**src/rtl/proc_io_hub_pkg.sv**
```systemverilog
// Shared helpers for the proc_* I/O hub: ceiling log2 and address-width derivation.
package proc_io_hub_pkg;

  function automatic int clog2(input int value);
    int result;
    result = 0;
    for (int v = value - 1; v > 0; v = v >> 1) begin
      result++;
    end
    return result;
  endfunction

  // A single channel still needs a one-bit select so the address ports never vanish.
  function automatic int addrWidth(input int count);
    return (count > 1) ? clog2(count) : 1;
  endfunction

endpackage

```
**src/rtl/proc_io_hub_io_fifo.sv**
```systemverilog
// Single-clock FIFO for one input channel; the popped word is registered on o_rdata.
module io_fifo
  import proc_io_hub_pkg::*;
#(
  parameter int NUBITS = 32,
  parameter int FDEPTH = 4
) (
  input  logic              clk,
  input  logic              rst,
  input  logic              i_push,
  input  logic [NUBITS-1:0] i_pushData,
  input  logic              i_pop,
  output logic [NUBITS-1:0] o_rdata,
  output logic              o_full,
  output logic              o_empty
);

  localparam int PW = clog2(FDEPTH);
  localparam int CW = PW + 1;

  logic [NUBITS-1:0] r_mem [FDEPTH];
  logic [PW-1:0]     r_wrPtr;
  logic [PW-1:0]     r_rdPtr;
  logic [CW-1:0]     r_count;
  logic [NUBITS-1:0] r_rdata;
  logic              w_doPush;
  logic              w_doPop;

  assign o_full   = (r_count == CW'(FDEPTH));
  assign o_empty  = (r_count == '0);
  assign w_doPush = i_push & ~o_full;
  assign w_doPop  = i_pop & ~o_empty;
  assign o_rdata  = r_rdata;

  always_ff @(posedge clk) begin
    if (w_doPush) begin
      r_mem[r_wrPtr] <= i_pushData;
    end
  end

  // Pointers wrap naturally because FDEPTH is a power of two.
  always_ff @(posedge clk) begin
    if (!rst) begin
      r_wrPtr <= '0;
      r_rdPtr <= '0;
      r_count <= '0;
      r_rdata <= '0;
    end else begin
      if (w_doPush) begin
        r_wrPtr <= r_wrPtr + PW'(1);
      end
      if (w_doPop) begin
        r_rdPtr <= r_rdPtr + PW'(1);
        r_rdata <= r_mem[r_rdPtr];
      end
      case ({w_doPush, w_doPop})
        2'b10:   r_count <= r_count + CW'(1);
        2'b01:   r_count <= r_count - CW'(1);
        default: r_count <= r_count;
      endcase
    end
  end

endmodule

```
**src/rtl/proc_io_hub.sv**
```systemverilog
// Processor I/O hub: buffered input channels, single-entry output holding registers,
// stall generation, maskable input-pending interrupt and sticky address-error flag.
module proc_io_hub
  import proc_io_hub_pkg::*;
#(
  parameter int                NUBITS = 32,
  parameter int                NUIOIN = 2,
  parameter int                NUIOOU = 2,
  parameter int                FDEPTH = 4,
  parameter logic [NUIOIN-1:0] ITRMSK = '1,
  localparam int               AIW    = addrWidth(NUIOIN),
  localparam int               AOW    = addrWidth(NUIOOU)
) (
  input  logic                     clk,
  input  logic                     rst,
  input  logic                     proc_req_in,
  input  logic [AIW-1:0]           proc_addr_in,
  output logic [NUBITS-1:0]        proc_din,
  input  logic                     proc_out_en,
  input  logic [AOW-1:0]           proc_addr_out,
  input  logic [NUBITS-1:0]        proc_dout,
  output logic                     proc_stall,
  output logic                     itr,
  output logic                     err,
  input  logic [NUIOIN*NUBITS-1:0] in_data,
  input  logic [NUIOIN-1:0]        in_vld,
  output logic [NUIOIN-1:0]        in_rdy,
  output logic [NUIOOU*NUBITS-1:0] out_data,
  output logic [NUIOOU-1:0]        out_vld,
  input  logic [NUIOOU-1:0]        out_rdy
);

  logic [NUIOIN*NUBITS-1:0] w_fifoRdata;
  logic [NUIOIN-1:0]        w_fifoFull;
  logic [NUIOIN-1:0]        w_fifoEmpty;
  logic [NUIOIN-1:0]        w_push;
  logic [NUIOIN-1:0]        w_pop;
  logic [NUIOIN-1:0]        w_rdHit;
  logic [NUIOOU-1:0]        w_wrHit;
  logic [NUIOOU-1:0]        w_load;
  logic                     w_rdInRange;
  logic                     w_wrInRange;
  logic                     w_rdEmpty;
  logic                     w_wrFull;
  logic                     w_stall;
  logic [NUBITS-1:0]        w_rdWord;

  logic [NUIOOU*NUBITS-1:0] r_outData;
  logic [NUIOOU-1:0]        r_outVld;
  logic                     r_itr;
  logic                     r_err;
  logic [AIW-1:0]           r_rdSel;
  logic                     r_rdZero;

  assign in_rdy = ~w_fifoFull & {NUIOIN{rst}};
  assign w_push = in_vld & in_rdy;

  genvar g;
  generate
    for (g = 0; g < NUIOIN; g++) begin : gen_fifo
      io_fifo #(
        .NUBITS (NUBITS),
        .FDEPTH (FDEPTH)
      ) u_fifo (
        .clk        (clk),
        .rst        (rst),
        .i_push     (w_push[g]),
        .i_pushData (in_data[g*NUBITS +: NUBITS]),
        .i_pop      (w_pop[g]),
        .o_rdata    (w_fifoRdata[g*NUBITS +: NUBITS]),
        .o_full     (w_fifoFull[g]),
        .o_empty    (w_fifoEmpty[g])
      );
    end
  endgenerate

  // A stall from either side blocks both accesses, so pop and load are gated by w_stall.
  always_comb begin
    w_rdHit = '0;
    w_wrHit = '0;
    for (int i = 0; i < NUIOIN; i++) begin
      if (proc_addr_in == AIW'(i)) begin
        w_rdHit[i] = 1'b1;
      end
    end
    for (int j = 0; j < NUIOOU; j++) begin
      if (proc_addr_out == AOW'(j)) begin
        w_wrHit[j] = 1'b1;
      end
    end
    w_rdInRange = |w_rdHit;
    w_wrInRange = |w_wrHit;
    w_rdEmpty   = proc_req_in & |(w_rdHit & w_fifoEmpty);
    w_wrFull    = proc_out_en & |(w_wrHit & r_outVld & ~out_rdy);
    w_stall     = w_rdEmpty | w_wrFull;
    w_pop       = w_rdHit & ~w_fifoEmpty & {NUIOIN{proc_req_in & ~w_stall}};
    w_load      = w_wrHit & (~r_outVld | out_rdy) & {NUIOOU{proc_out_en & ~w_stall}};
  end

  always_comb begin
    w_rdWord = '0;
    for (int i = 0; i < NUIOIN; i++) begin
      if (r_rdSel == AIW'(i)) begin
        w_rdWord = w_fifoRdata[i*NUBITS +: NUBITS];
      end
    end
  end

  always_ff @(posedge clk) begin
    if (!rst) begin
      r_outVld  <= '0;
      r_outData <= '0;
      r_itr     <= 1'b0;
      r_err     <= 1'b0;
      r_rdSel   <= '0;
      r_rdZero  <= 1'b0;
    end else begin
      r_itr <= |(~w_fifoEmpty & ITRMSK);
      if ((proc_req_in & ~w_rdInRange) | (proc_out_en & ~w_wrInRange)) begin
        r_err <= 1'b1;
      end
      // Remember which FIFO feeds proc_din; an out-of-range read forces zero instead.
      if (proc_req_in & ~w_stall) begin
        r_rdZero <= ~w_rdInRange;
        if (w_rdInRange) begin
          r_rdSel <= proc_addr_in;
        end
      end
      for (int j = 0; j < NUIOOU; j++) begin
        if (w_load[j]) begin
          r_outVld[j]                    <= 1'b1;
          r_outData[j*NUBITS +: NUBITS]  <= proc_dout;
        end else if (r_outVld[j] & out_rdy[j]) begin
          r_outVld[j] <= 1'b0;
        end
      end
    end
  end

  assign proc_din   = r_rdZero ? '0 : w_rdWord;
  assign proc_stall = w_stall;
  assign itr        = r_itr;
  assign err        = r_err;
  assign out_vld    = r_outVld;
  assign out_data   = r_outData;

endmodule
```
**config.mk**
```make
export PLATFORM = sky130hd
export DESIGN_NAME = proc_io_hub
export DESIGN_NICKNAME = d
export VERILOG_FILES = /design/src/rtl/proc_io_hub_pkg.sv /design/src/rtl/proc_io_hub_io_fifo.sv /design/src/rtl/proc_io_hub.sv
export SDC_FILE = /design/constraint.sdc
export NUM_CORES = 1
export LEC_CHECK = 0
export ABC_AREA = 1
export ABC_CLOCK_PERIOD_IN_PS = 7400
export BUFFER_PORTS_ARGS = -buffer_cell sky130_fd_sc_hd__buf_4
export CORE_ASPECT_RATIO = 0.7
export CORE_MARGIN = 4
export CORE_UTILIZATION = 63
export CTS_CLUSTER_SIZE = 25
export DETAILED_ROUTE_END_ITERATION = 10
export GPL_TIMING_DRIVEN = 0
export HOLD_SLACK_MARGIN = 0.12
export PLACE_DENSITY_LB_ADDON = 0.1
export SLEW_MARGIN = 20
export SYNTH_ARGS = -nofsm -noshare
export SYNTH_HDL_FRONTEND = slang
export SYNTH_HIERARCHICAL = 1
export SYNTH_SLANG_ARGS = --single-unit
```
**constraint.sdc**
```tcl
create_clock -name clk -period 7.4 [get_ports clk]
set_input_delay 0.74 -clock clk [delete_from_list [all_inputs] [get_ports clk]]
set_output_delay 0.74 -clock clk [all_outputs]
set_load 0.02 [all_outputs]
```
==> run summary, run 1 <==
Clock Sinks - 402
Max Slew Vio Count - 0
HP Class - in2reg
Share of the synthesized area in the top cell type - 44.5%
GR Overflow Total - 0
Fin util - 77.2%
Synth top area cells - edfxtp_1 (45%), dfxtp_1 (17%), nand2_1 (12%), inv_1 (9.2%), nor2_1 (4.6%)
Critical path capture point - proc_din[29]
Gpl congestion - 0.846
Cts repair resizes - 0
# fillers - 1794
Cell row count - 50
Synth Instances - 1958
Port bufs - 206
Seq/Total Area, Yosys - 61.4%
Initial DRC Count - 1158
CTS tree - done
Peak supply drop - 0.000187 V
Antenna violations before repair - 1
Clock buffer count from CTS - 37
Die area - 30200 sq um
Post-DP Area - 19500 sq um
Synth warnings - 6
Cell taking the most area after synthesis - edfxtp_1
Starting Density - 64.3%
R2r worst-path depth - 20
Data required, critical path - 6.66 ns
CP startpoint - r_rdSel$_SDFFE_PN0P_
Arrival time at the worst endpoint - 2.20 ns
Crit path launch type - flop
TNS Setup - 0 ns
RSZ-0062 raised after global routing - no
Worst-path clk slew - 0.06 ns
Total GRT Usage - 28.3%
CP max stage delay - 0.42 ns
PwrDens - 235 nW/um^2
Setup CP Type - reg2out
Core Footprint - 26800 sq um
Vias - 13.3k
Number of max-cap violations - 0
Reg-to-reg endpoint - gen_fifo[1].u_fifo/r_count[2]$_SDFFE_PN0P_
Clk_skew - 0.0199 ns
Setup Fix Bufs, Post-CTS - 0
Crit-path cells - clkbuf_1, buf_2, mux2_2, buf_4
Synth Area per Inst - 8.82 sq um
Clock tree buffer depth - 3
#FFs+latches synth - 402
Endpoints failing setup - 0
Setup slack, reg-to-reg - 4.49 ns
Netlist cell types - 23
Leak pwr - 9.92 nW
Vias/cell - 5.10
Net Count, Synth - 2076
WL per Instance - 16.6 um
Status - completed
Hold Fails Final Rpt - 0
Clock root buffer - clkbuf_16
Hold-fix buffers, CTS - 0
Crit. path cell count - 4
P&R area growth vs syn - 19.9%
Post-route ant nets - 0
Share of post-route cells with drive strength above 1 - 16.8%
DRC - 0
Clock latency on the worst-skew pair - 0.53 ns
Max FO, Critical Path - 10
Fmax - 0.340 GHz
Die H - 147 um
DIE WIDTH - 206 um
Minimum clock period - 2.94 ns
Synth Cell Area - 17300 sq um
Worst Setup End Kind - output pin
Crit-path slowest cell - mux2_2
Reg-to-Reg Start - gen_fifo[0].u_fifo/r_count[2]$_SDFFE_PN0P_
Final worst-path cycle share - 39.8%
Largest net degree at the start of global routing - 24
First-pass GRT wire length - 67200 um
Fin nets - 2329
Vias in the first global route - 13.0k
Top cell family by delay on the critical path - buffers and inverters
DR pass1 iterations - 5
Ant diodes - 0
Cell area after layout - 20700 sq um
Slew margin rel. - 52.7%
H-tree Lvls - 2
Worst-margin pin slew - 0.708 ns
Final wirelength - 43200 um
Hpwl dp - 30800 um
IO Count - 209
WP buf/inv - 3
==> power breakdown <==
group,switching [mW],leakage (nW),internal (mW)
clock,0.791,0.580,1.06
combinational,0.315,5.83,0.189
sequential,0.0400,3.52,2.47
total,1.15,9.92,3.72
==> worst min path at each step <==
stage	cells after the start	startpoint	to
finish	1	in_data[18]	gen_fifo[0].u_fifo/r_mem[2][18]$_DFFE_PP_
global route	1	in_data[5]	gen_fifo[0].u_fifo/r_mem[1][5]$_DFFE_PP_
CTS	1	in_data[31]	gen_fifo[0].u_fifo/r_mem[2][31]$_DFFE_PP_
detailed placement	2	out_data[10]$_SDFFE_PN0P_	out_data[10]$_SDFFE_PN0P_
global placement	2	out_data[27]$_SDFFE_PN0P_	out_data[27]$_SDFFE_PN0P_
floorplan	2	gen_fifo[0].u_fifo/r_wrPtr[1]$_SDFFE_PN0P_	gen_fifo[0].u_fifo/r_wrPtr[1]$_SDFFE_PN0P_
==> cell usage after synthesis (all sizes together) <==
master	n
nor2	213
inv	429
dfxtp	146
edfxtp	256
mux2	32
nand3	141
fa	2
ha	10
nand2	548
o21ai	38
nor3b	2
buf	65
a21oi	48
conb	1
clkbuf	25
nand4	2
==> through the flow <==
stage	total power, mW	hold slack (ns)	setup slack (ns)	cells
final	4.86	0.407	4.46	2604
after global routing	5.03	0.390	4.27	2604
after CTS	4.88	0.387	4.49	2604
after detailed placement	3.05	0.439	4.00	2536
after global placement	3.02	0.433	2.46	2528
after floorplan	2.83	0.472	4.00	1958
==> layout make-up <==
class / instances / area [sq um] / area share, %
inverters: 429 / 1610 / 7.78
multi-input cells: 1037 / 4620 / 22.3
plain buffers: 90 / 488 / 2.36
repair buffers: 214 / 1740 / 8.39
clock inverters: 10 / 47.5 / 0.230
flip-flops and latches: 402 / 10600 / 51.2
clock buffers: 58 / 1140 / 5.50
well taps: 364 / 455 / 2.20
==> sequential cells by signal, indices dropped and copies added, names as in the netlist <==
signal                   cells
gen_fifo.u_fifo/r_count      6
out_data                    64
gen_fifo.u_fifo/r_wrPtr      4
gen_fifo.u_fifo/o_rdata     64
gen_fifo.u_fifo/r_rdPtr      4
itr                          1
out_vld                      2
r_rdSel                      1
gen_fifo.u_fifo/r_mem      256
==> cell usage in the layout, fill, tap and decap left out <==
cell          n
a21oi_1      48
clkinv_1      4
nand2_1     546
buf_12        4
fa_1          2
inv_6         1
nor2_4        8
buf_4       224
clkinvlp_2    2
buf_2        42
o21ai_0      27
nand4_1       2
inv_1       426
nand3_1     140
nand2_2       2
clkbuf_1     36
inv_2         4
buf_16        4
conb_1        1
buf_1         1
nor2_1      205
clkinv_2      2
clkbuf_16    40
nor3b_1       2
nand3_2       1
clkbuf_8      7
mux2_2       32
o21ai_1      11
dfxtp_1     146
edfxtp_1    256
ha_1         10
buf_6         4
==> logic make-up (layout without fill, tap and decap cells) <==
kind of cell	count (synthesis)	after routing	synth area share, %
and+or+nand+nor	906	906	20.8
buffers and inverters	519	801	12.2
DFF	402	402	61.4
AOI/OAI and AO/OA	86	86	2.49
muxes	32	32	2.09
adders and majority gates	12	12	0.956
other	1	1	0.0217
==> layer usage <==
| layer | vias to the layer above | wire (um) | global-route usage, % | share of wire (%) |
|---|---|---|---|---|
| met2 | 554 | 20200 | 46.9 | 47 |
| met5 | - | 13 | 0 | 0.030 |
| met1 | 6210 | 18200 | 38.9 | 42 |
| met4 | 2 | 910 | 7.48 | 2.1 |
| met3 | 66 | 3850 | 5.22 | 8.9 |
| li1 | 6461 | - | - | - |
Note: power is estimated with default switching activity, not from simulation.
==> inputs of run 2 (changes only) <==
ABC_CLOCK_PERIOD_IN_PS = 2900   (was 7400)
CORE_UTILIZATION = 58   (was 63)
clock period = 2.9 ns   (was 7.4 ns; I/O delays follow)
==> run 2 against run 1 <==
Against the previous run:
- setup slack worse by 4.3 ns
- utilization is 2.6 points lower
- final area is 5.0% higher
- die area is 8.2% higher
- power grew to 2.6 times the previous value
- critical path depth is 16 higher
- clock power grew to 2.6 times the previous value
- global-route usage is 2.3 points lower
- sequential share of layout area is 2.4 points lower
- via count is 1.4% higher
- count of clock-buffer cells in the layout is 6 higher
- largest power group unchanged
==> run summary, run 2 (synthesis gave the netlist of run 1 again) <==
Leak pwr - 10.3 nW
Max FFs per register - 256
Hold Fails Final Rpt - 0
P&R area growth vs syn - 25.9%
Vias in the first global route - 13.0k
DIE WIDTH - 214 um
Final hold slack - 0.163 ns
Most frequent cells in the layout - nand2_1 (545), inv_1 (425), edfxtp_1 (256), buf_4 (226), nor2_1 (204)
Hold path cells - 3
Worst Setup End Kind - flop
Total GRT Usage - 26.0%
Post-route ant nets - 0
# fillers - 2087
Worst setup margin - 0.170 ns
Fmax - 0.366 GHz
Final worst-path cycle share - 94.1%
Data required, critical path - 3.33 ns
Die H - 152 um
Number of max-cap violations - 0
Antenna violations before repair - 0
Max Slew Vio Count - 0
R2r worst-path depth - 20
Initial DRC Count - 1064
Vias - 13.5k
Gpl congestion - 0.848
DRC - 0
Setup CP Type - reg2reg
Largest Register - gen_fifo.u_fifo/r_mem
Core Footprint - 29100 sq um
Final non-filler cell total - 2721
Max FO, Critical Path - 10
First-pass GRT wire length - 68000 um
Status - completed
HP Class - in2reg
Place WS - 0.0736 ns
Hpwl dp - 30000 um
GR Overflow Total - 0
WL per Instance - 16.0 um
Met2 Track Usage GR - 42.4%
Clock root buffer - clkbuf_16
H-tree Lvls - 2
IO Count - 209
Worst-path clk slew - 0.06 ns
Vias/cell - 4.96
Commonest non-fill, non-tap cell in the layout - nand2_1
Crit path launch type - flop
Worst-margin pin slew - 0.616 ns
PwrDens - 578 nW/um^2
Clock latency on the worst-skew pair - 0.53 ns
Clock tree buffer depth - 3
DR pass1 iterations - 5
CTS tree - done
Cell row count - 52
Met1 Use GR - 36.5%
Clock Sinks - 402
Die area - 32600 sq um
Arrival time at the worst endpoint - 3.16 ns
Fin nets - 2432
Port bufs - 206
Peak supply drop - 0.000530 V
M3 GR Usage - 4.62%
Share of post-route cells with drive strength above 1 - 16.4%
Clk_skew - 0.0196 ns
Inst Count DP - 2550
Gr busiest metal - met2
Starting Density - 59.2%
Endpoints failing setup - 0
Ant diodes - 0
Final total power - 12.6 mW
Final wirelength - 43600 um
Clock buffer count from CTS - 38
Minimum clock period - 2.73 ns
Slew margin rel. - 59.0%
Largest net degree at the start of global routing - 25
## run 2: cell count changes in the layout (fill, tap and decap cells not counted), moves of 2 or more
cell and change:
clkinvlp_2 -2, clkbuf_1 +4, clkinv_1 -4, dlygate4sd3_1 +100, buf_4 +2, clkbuf_2 +2
## run 2: timing repair
action                                 4_1_cts  5_1_grt
gates resized for setup                      0        5
setup endpoints to repair                    0        2
endpoints found under the hold margin      334        0
hold buffers                               100        0
buffers inserted                             0        2
## run 2: per-stage QoR
| step | cell area, sq um | TNS [ns] | utilization [%] |
|---|---|---|---|
| finish | 21700 | 0 | 74.6 |
| global route | 21700 | -0.00451 | 74.6 |
| CTS | 21700 | 0 | 74.5 |
| detailed placement | 19500 | 0 | 67.0 |
| global placement | 19300 | -368.19 | 66.2 |
| floorplan | 17300 | -11.74 | - |
## run 2: where the power goes
part	switching [mW]	leakage, nW	internal (mW)
Sequential	0.0986	3.52	6.30
Combinational	0.827	6.25	0.578
Clock	2.05	0.586	2.71
Total	2.98	10.3	9.58
## run 2: cell type report
| class | count | area (sq um) | share of cell area, % |
|---|---|---|---|
| Buffer | 90 | 488 | 2.24 |
| Clock buffer | 64 | 1150 | 5.30 |
| Clock inverter | 5 | 27.5 | 0.127 |
| Inverter | 429 | 1610 | 7.41 |
| Multi-Input combinational cell | 1037 | 4630 | 21.3 |
| Sequential cell | 402 | 10600 | 48.8 |
| Tap cell | 378 | 473 | 2.18 |
| Timing Repair Buffer | 316 | 2750 | 12.6 |
## run 2: critical path: stages, from the launching register on
cell     delay, ns
dfxtp_1       0.35
nor2_1        0.07
nand2_1       0.14
inv_1         0.09
inv_1         0.06
nand2_1       0.06
nand3_2       0.09
nand4_1       0.18
inv_2         0.12
nand2_2       0.09
buf_4         0.19
inv_1         0.11
ha_2          0.19
inv_1         0.07
fa_1          0.45
inv_1         0.08
nand2_1       0.05
nand3_1       0.08
nand2_1       0.06
nand2_1       0.06
nor2_1        0.04
## run 2: metal layers
metal,part of all wire [%],vias up
met2,46,445
met4,2.2,0
met3,6.9,74
met1,45,6318
met5,0,-
li1,-,6646
## run 2: path summary, 6_finish.rpt
| path | from | to | slack, ns |
|---|---|---|---|
| setup reg to reg | gen_fifo[1].u_fifo/r_count[1]$_SDFFE_PN0P_ | gen_fifo[1].u_fifo/r_count[2]$_SDFFE_PN0P_ | 0.17 |
| hold / removal | proc_addr_in | r_rdSel$_SDFFE_PN0P_ | 0.16 |
| hold reg to reg | out_data[6]$_SDFFE_PN0P_ | out_data[6]$_SDFFE_PN0P_ | 0.44 |
| setup / recovery | gen_fifo[1].u_fifo/r_count[1]$_SDFFE_PN0P_ | gen_fifo[1].u_fifo/r_count[2]$_SDFFE_PN0P_ | 0.17 |
